`config.mk`:
```
export PLATFORM = sky130hd
export DESIGN_NAME = recurrent_spiking_neuron_flat
export DESIGN_NICKNAME = d
export VERILOG_FILES = /design/src/rtl/recurrent_spiking_neuron_if.sv /design/src/rtl/recurrent_spiking_neuron.sv /design/src/flat_wrapper.sv
export SDC_FILE = /design/constraint.sdc
export NUM_CORES = 1
export LEC_CHECK = 0
export ABC_AREA = 1
export ABC_CLOCK_PERIOD_IN_PS = 9300
export CORE_AREA = 5 5 80 82
export DETAILED_ROUTE_END_ITERATION = 16
export DIE_AREA = 0 0 85 87
export HOLD_SLACK_MARGIN = 0.1
export PLACE_DENSITY_LB_ADDON = 0.15
export REMOVE_ABC_BUFFERS = 1
export SLEW_MARGIN = 25
export SYNTH_ARGS = -nofsm -noshare
export SYNTH_HDL_FRONTEND = slang
export SYNTH_SLANG_ARGS = --single-unit
```
`constraint.sdc`:
```
create_clock -name clk -period 9.3 [get_ports clk]
set_input_delay 0.93 -clock clk [delete_from_list [all_inputs] [get_ports clk]]
set_output_delay 0.93 -clock clk [all_outputs]
set_load 0.02 [all_outputs]
```
`src/rtl/recurrent_spiking_neuron_if.sv`:
```
// Parameter, control and spike bundle for one LIF neuron.
// master drives enable/current/parameters; slave returns spike_out.
interface recurrent_spiking_neuron_if;
  logic       enable;
  logic [7:0] external_input_current;
  logic [7:0] threshold;
  logic [7:0] decay;
  logic [7:0] refractory_period;
  logic [7:0] feedback_scale;
  logic       spike_out;

  modport master (
    output enable,
    output external_input_current,
    output threshold,
    output decay,
    output refractory_period,
    output feedback_scale,
    input  spike_out
  );

  modport slave (
    input  enable,
    input  external_input_current,
    input  threshold,
    input  decay,
    input  refractory_period,
    input  feedback_scale,
    output spike_out
  );
endinterface

```
`src/rtl/recurrent_spiking_neuron.sv`:
```
// Leaky integrate-and-fire neuron with refractory period and self-feedback.
// Ports: clk, reset (sync, active-high), nif (slave: params in, spike_out).
module recurrent_spiking_neuron (
  input logic                        clk,
  input logic                        reset,
  recurrent_spiking_neuron_if.slave  nif
);

  logic [15:0] v_q, v_d;
  logic [7:0]  r_q, r_d;
  logic [7:0]  f_q, f_d;
  logic        spike_q, spike_d;

  logic [16:0] sum;
  logic [15:0] sat;
  logic [15:0] vn;
  logic        fire;

  // 17-bit sum cannot overflow: 0xFFFF + 0xFF + 0xFF < 0x1FFFF.
  always_comb begin
    sum = {1'b0, v_q}
        + {9'd0, nif.external_input_current}
        + {9'd0, f_q};
    sat = sum[16] ? 16'hFFFF : sum[15:0];
    vn  = (sat > {8'd0, nif.decay})
          ? sat - {8'd0, nif.decay}
          : 16'd0;
    fire = (vn >= {8'd0, nif.threshold});
  end

  always_comb begin
    v_d     = v_q;
    r_d     = r_q;
    f_d     = f_q;
    spike_d = 1'b0;
    unique case (1'b1)
      !nif.enable: begin
      end
      nif.enable && (r_q != 8'd0): begin
        r_d = r_q - 8'd1;
        v_d = 16'd0;
      end
      nif.enable && (r_q == 8'd0): begin
        if (fire) begin
          spike_d = 1'b1;
          v_d     = 16'd0;
          r_d     = nif.refractory_period;
          f_d     = nif.feedback_scale;
        end else begin
          v_d = vn;
          f_d = {1'b0, f_q[7:1]};
        end
      end
      default: begin
      end
    endcase
  end

  always_ff @(posedge clk) begin
    if (reset) begin
      v_q     <= 16'd0;
      r_q     <= 8'd0;
      f_q     <= 8'd0;
      spike_q <= 1'b0;
    end else begin
      v_q     <= v_d;
      r_q     <= r_d;
      f_q     <= f_d;
      spike_q <= spike_d;
    end
  end

  assign nif.spike_out = spike_q;

endmodule

```
`src/flat_wrapper.sv`:
```
// flat-port wrapper written by rule: the top's interface ports become plain ports
module recurrent_spiking_neuron_flat 
  (clk, reset, nif_enable, nif_external_input_current, nif_threshold, nif_decay, nif_refractory_period, nif_feedback_scale, nif_spike_out);
  recurrent_spiking_neuron_if nif_i ();
  input logic clk;
  input logic reset;
  input wire logic [$bits(nif_i.enable)-1:0] nif_enable;
  input wire logic [$bits(nif_i.external_input_current)-1:0] nif_external_input_current;
  input wire logic [$bits(nif_i.threshold)-1:0] nif_threshold;
  input wire logic [$bits(nif_i.decay)-1:0] nif_decay;
  input wire logic [$bits(nif_i.refractory_period)-1:0] nif_refractory_period;
  input wire logic [$bits(nif_i.feedback_scale)-1:0] nif_feedback_scale;
  output wire logic [$bits(nif_i.spike_out)-1:0] nif_spike_out;
  assign nif_i.enable = nif_enable;
  assign nif_i.external_input_current = nif_external_input_current;
  assign nif_i.threshold = nif_threshold;
  assign nif_i.decay = nif_decay;
  assign nif_i.refractory_period = nif_refractory_period;
  assign nif_i.feedback_scale = nif_feedback_scale;
  assign nif_spike_out = nif_i.spike_out;
  recurrent_spiking_neuron u_core (.clk(clk), .reset(reset), .nif(nif_i));
endmodule
```
==> out/metrics.yaml <==
status:
  status: "finished, final reports clean"
clock_network:
  cts_inserted_buffers: 5
  cts_setup_buffers: 0
  clk_latency_ns: 0.28
  htree_levels: 2
  cts-hold-fix-buffers: 0
  cts_num_sinks: 33
  post_cts_resized: 0
  clk_pin_slew_ns: 0.07
  cts_tree: "built"
  clockBufferDepth: 2
  root_buffer: "clkbuf_8"
synthesis:
  yosysUniqueCellTypes: 33
  synth_ff_type: "dfxtp_1"
  synth_area_sq_mm: 0.00333
  synthCells: 548
  ys_ff_latch: 33
  ys_seq_area_share_pct: 19.8
  synth-edff-count: 0
  synth.avg_cell_area_sq_um: 6.08
  synthArstFlopShare_pct: 0
  yosys_warnings: 0
worst_hold_path:
  hold_end: "u_core.v_q[8]"
  hp-start: "u_core.v_q[8]"
  holdPathStages: 2
  hold_path_class: "reg -> reg"
critical_path:
  end_kind: "flop"
  slowest_stage: "fa_1"
  crit_type: "in -> reg"
  critPathLaunchType: "primary input"
  cp.required_ns: 9.49
  r2r-start: "u_core.f_q[1]"
  arrival_ns: 6.75
  r2r_cells: 43
  critPathMostFrequentCell: "nand2_1"
  rr_endpoint: "u_core.v_q[1]"
  r2r_slack_ns: 3.49
  worstPathMaxFanout: 14
  slowest_delay_ns: 0.53
flow_run:
  cap_viol_max_count: 0
global_routing:
  grt_use_total_pct: 21.7
  grt_antenna_before_repair: 0
  grt_max_degree: 23
  grt-ovfl-total: 0
  grt_pass1_wl_mm: 13.3
  grt_pass1_vias: 3092
finish:
  nets: 667
  n_antenna_cell: 0
  area_growth_syn_to_layout_pct: 16.9
  finalInstanceArea_sq_mm: 0.00389
  drive_gt1_share_pct: 6.10
floorplan:
  row_count: 28
  ios: 44
  fp.coreArea_sq_mm: 0.00568
  die-area_sq_mm: 0.00740
  fp.dieH_um: 87
  die_x_um: 85
  initial_core_util_pct: 58.7
route:
  vias: 3312
  ant_nets: 0
  viasPerCell: 4.98
  wl_per_cell_um: 11.4
  dr.pass1.iters: 4
  drc: 0
  drtIter0Drc: 168
  finalWirelength_mm: 7.58
sta:
  finClkSkew_ns: 0.00426
  fmax_mhz: 153
  tns_ns: 0
  relSlewSlack_pct: 38.6
  drv_slew: 0
  min_period_over_period_pct: 70.5
  hold_ws_ns: 0.454
  rsz0062_at_grt: "no"
  finalHoldViolCount: 0
  setup_viol: 0
  period_minus_slack_ns: 6.55
  worst_pin_slew_ns: 0.918
power:
  vdd_drop_max_v: 0.000108
  leakage_nw: 2.10
  p_per_area_mw_per_mm2: 176
placement:
  gp_congestion: 0.909
  dp_hpwl_mm: 6.35
  dpl_cell_area_sq_mm: 0.00381
  portBuffers: 43
-- synthesized netlist by cell type (7+ instances only) --
| cell type | number | area [sq um] |
|---|---|---|
| nand2_1 | 169 | 634 |
| inv_1 | 108 | 405 |
| nor2_1 | 45 | 169 |
| nand3_1 | 41 | 205 |
| dfxtp_1 | 33 | 661 |
| ha_1 | 25 | 313 |
| a21oi_1 | 22 | 110 |
| nand4_1 | 14 | 87.6 |
| nor3_1 | 11 | 55.1 |
| fa_1 | 10 | 200 |
| o21ai_0 | 9 | 45.0 |
| clkbuf_1 | 7 | 26.3 |
-- sequential cells by signal, summed over array words and instances (netlist names) --
register,cells
u_core.v_q,16
u_core.nif.spike_out,1
u_core.f_q,8
u_core.r_q,8
-- report_power, final --
group / internal [mW] / switching (mW)
Combinational: 0.156 / 0.261
Clock: 0.0518 / 0.0511
Sequential: 0.154 / 0.0104
Total: 0.362 / 0.323
-- per-stage QoR --
step / cells / total power, mW / utilization (%) / setup slack [ns]
after global placement: 657 / 0.571 / 67.1 / 2.61
after floorplan: 539 / 0.481 / - / 3.55
final: 665 / 0.685 / 68.6 / 2.75
after global routing: 665 / 0.757 / 68.6 / 2.15
after detailed placement: 657 / 0.579 / 67.1 / 2.45
after CTS: 665 / 0.685 / 68.6 / 2.76
-- metal layers --
layer | part of all wire [%] | global-route usage (%)
met1 | 47 | 28.3
met2 | 46 | 36.5
met3 | 4.4 | 2.84
met4 | 2.7 | 8.35
met5 | 0 | 0
-- worst max path at each step --
| stage | depth (start not counted) | endpoint | slack [ns] | startpoint |
|---|---|---|---|---|
| 6_report | 44 | u_core.v_q[1] | 2.75 | nif_external_input_current[1] |
| 5_1_grt | 44 | u_core.v_q[7] | 2.15 | nif_external_input_current[5] |
| 4_1_cts | 44 | u_core.v_q[1] | 2.76 | nif_external_input_current[1] |
| 3_5_place_dp | 45 | u_core.r_q[0] | 2.45 | nif_external_input_current[1] |
| 3_3_place_gp | 44 | u_core.v_q[1] | 2.61 | nif_external_input_current[1] |
| 2_1_floorplan | 44 | u_core.r_q[0] | 3.55 | nif_external_input_current[1] |
-- layout by cell type, fill, tap and decap left out, drive strengths merged, types with 6 or more instances in the layout --
master	synthesis	layout
a21oi	23	23
clkbuf	7	6
clkdlybuf4s50	0	43
dfxtp	33	33
fa	10	10
ha	25	25
inv	109	109
nand2	176	176
nand3	46	46
nand4	15	15
nor2	53	53
nor3	11	11
o21ai	10	10
or2	8	8
xor2	6	6
-- layout make-up --
class                      instances  area (sq um)
clock inverter                     2          10.0
inverter                         110           413
timing repair buffer              43           430
tap                               75          93.8
multi-input combinational        396          2210
clock buffer                       6          72.6
fill                             534          1780
sequential                        33           661
-- logic make-up (layout without fill, tap and decap cells) --
family	count (synthesis)	count (layout)	share of synthesized area [%]
AND/OR/NAND/NOR	312	312	42.1
adder cells (fa/ha/maj)	35	35	15.4
buffers and inverters	119	161	13.8
AO/OA/AOI/OAI	40	40	6.58
flip-flops	33	33	19.8
XOR/XNOR	9	9	2.37
-- critical path, delay by kind of cell --
| family | cells | cell delay (ns) |
|---|---|---|
| adders and majority gates | 5 | 1.74 |
| xor gates and xnor gates | 1 | 0.14 |
| and+or+nand+nor | 30 | 2.85 |
| AOI/OAI and AO/OA | 3 | 0.43 |
| buffers and inverters | 5 | 0.63 |
Power figures use the tool's default switching activity.
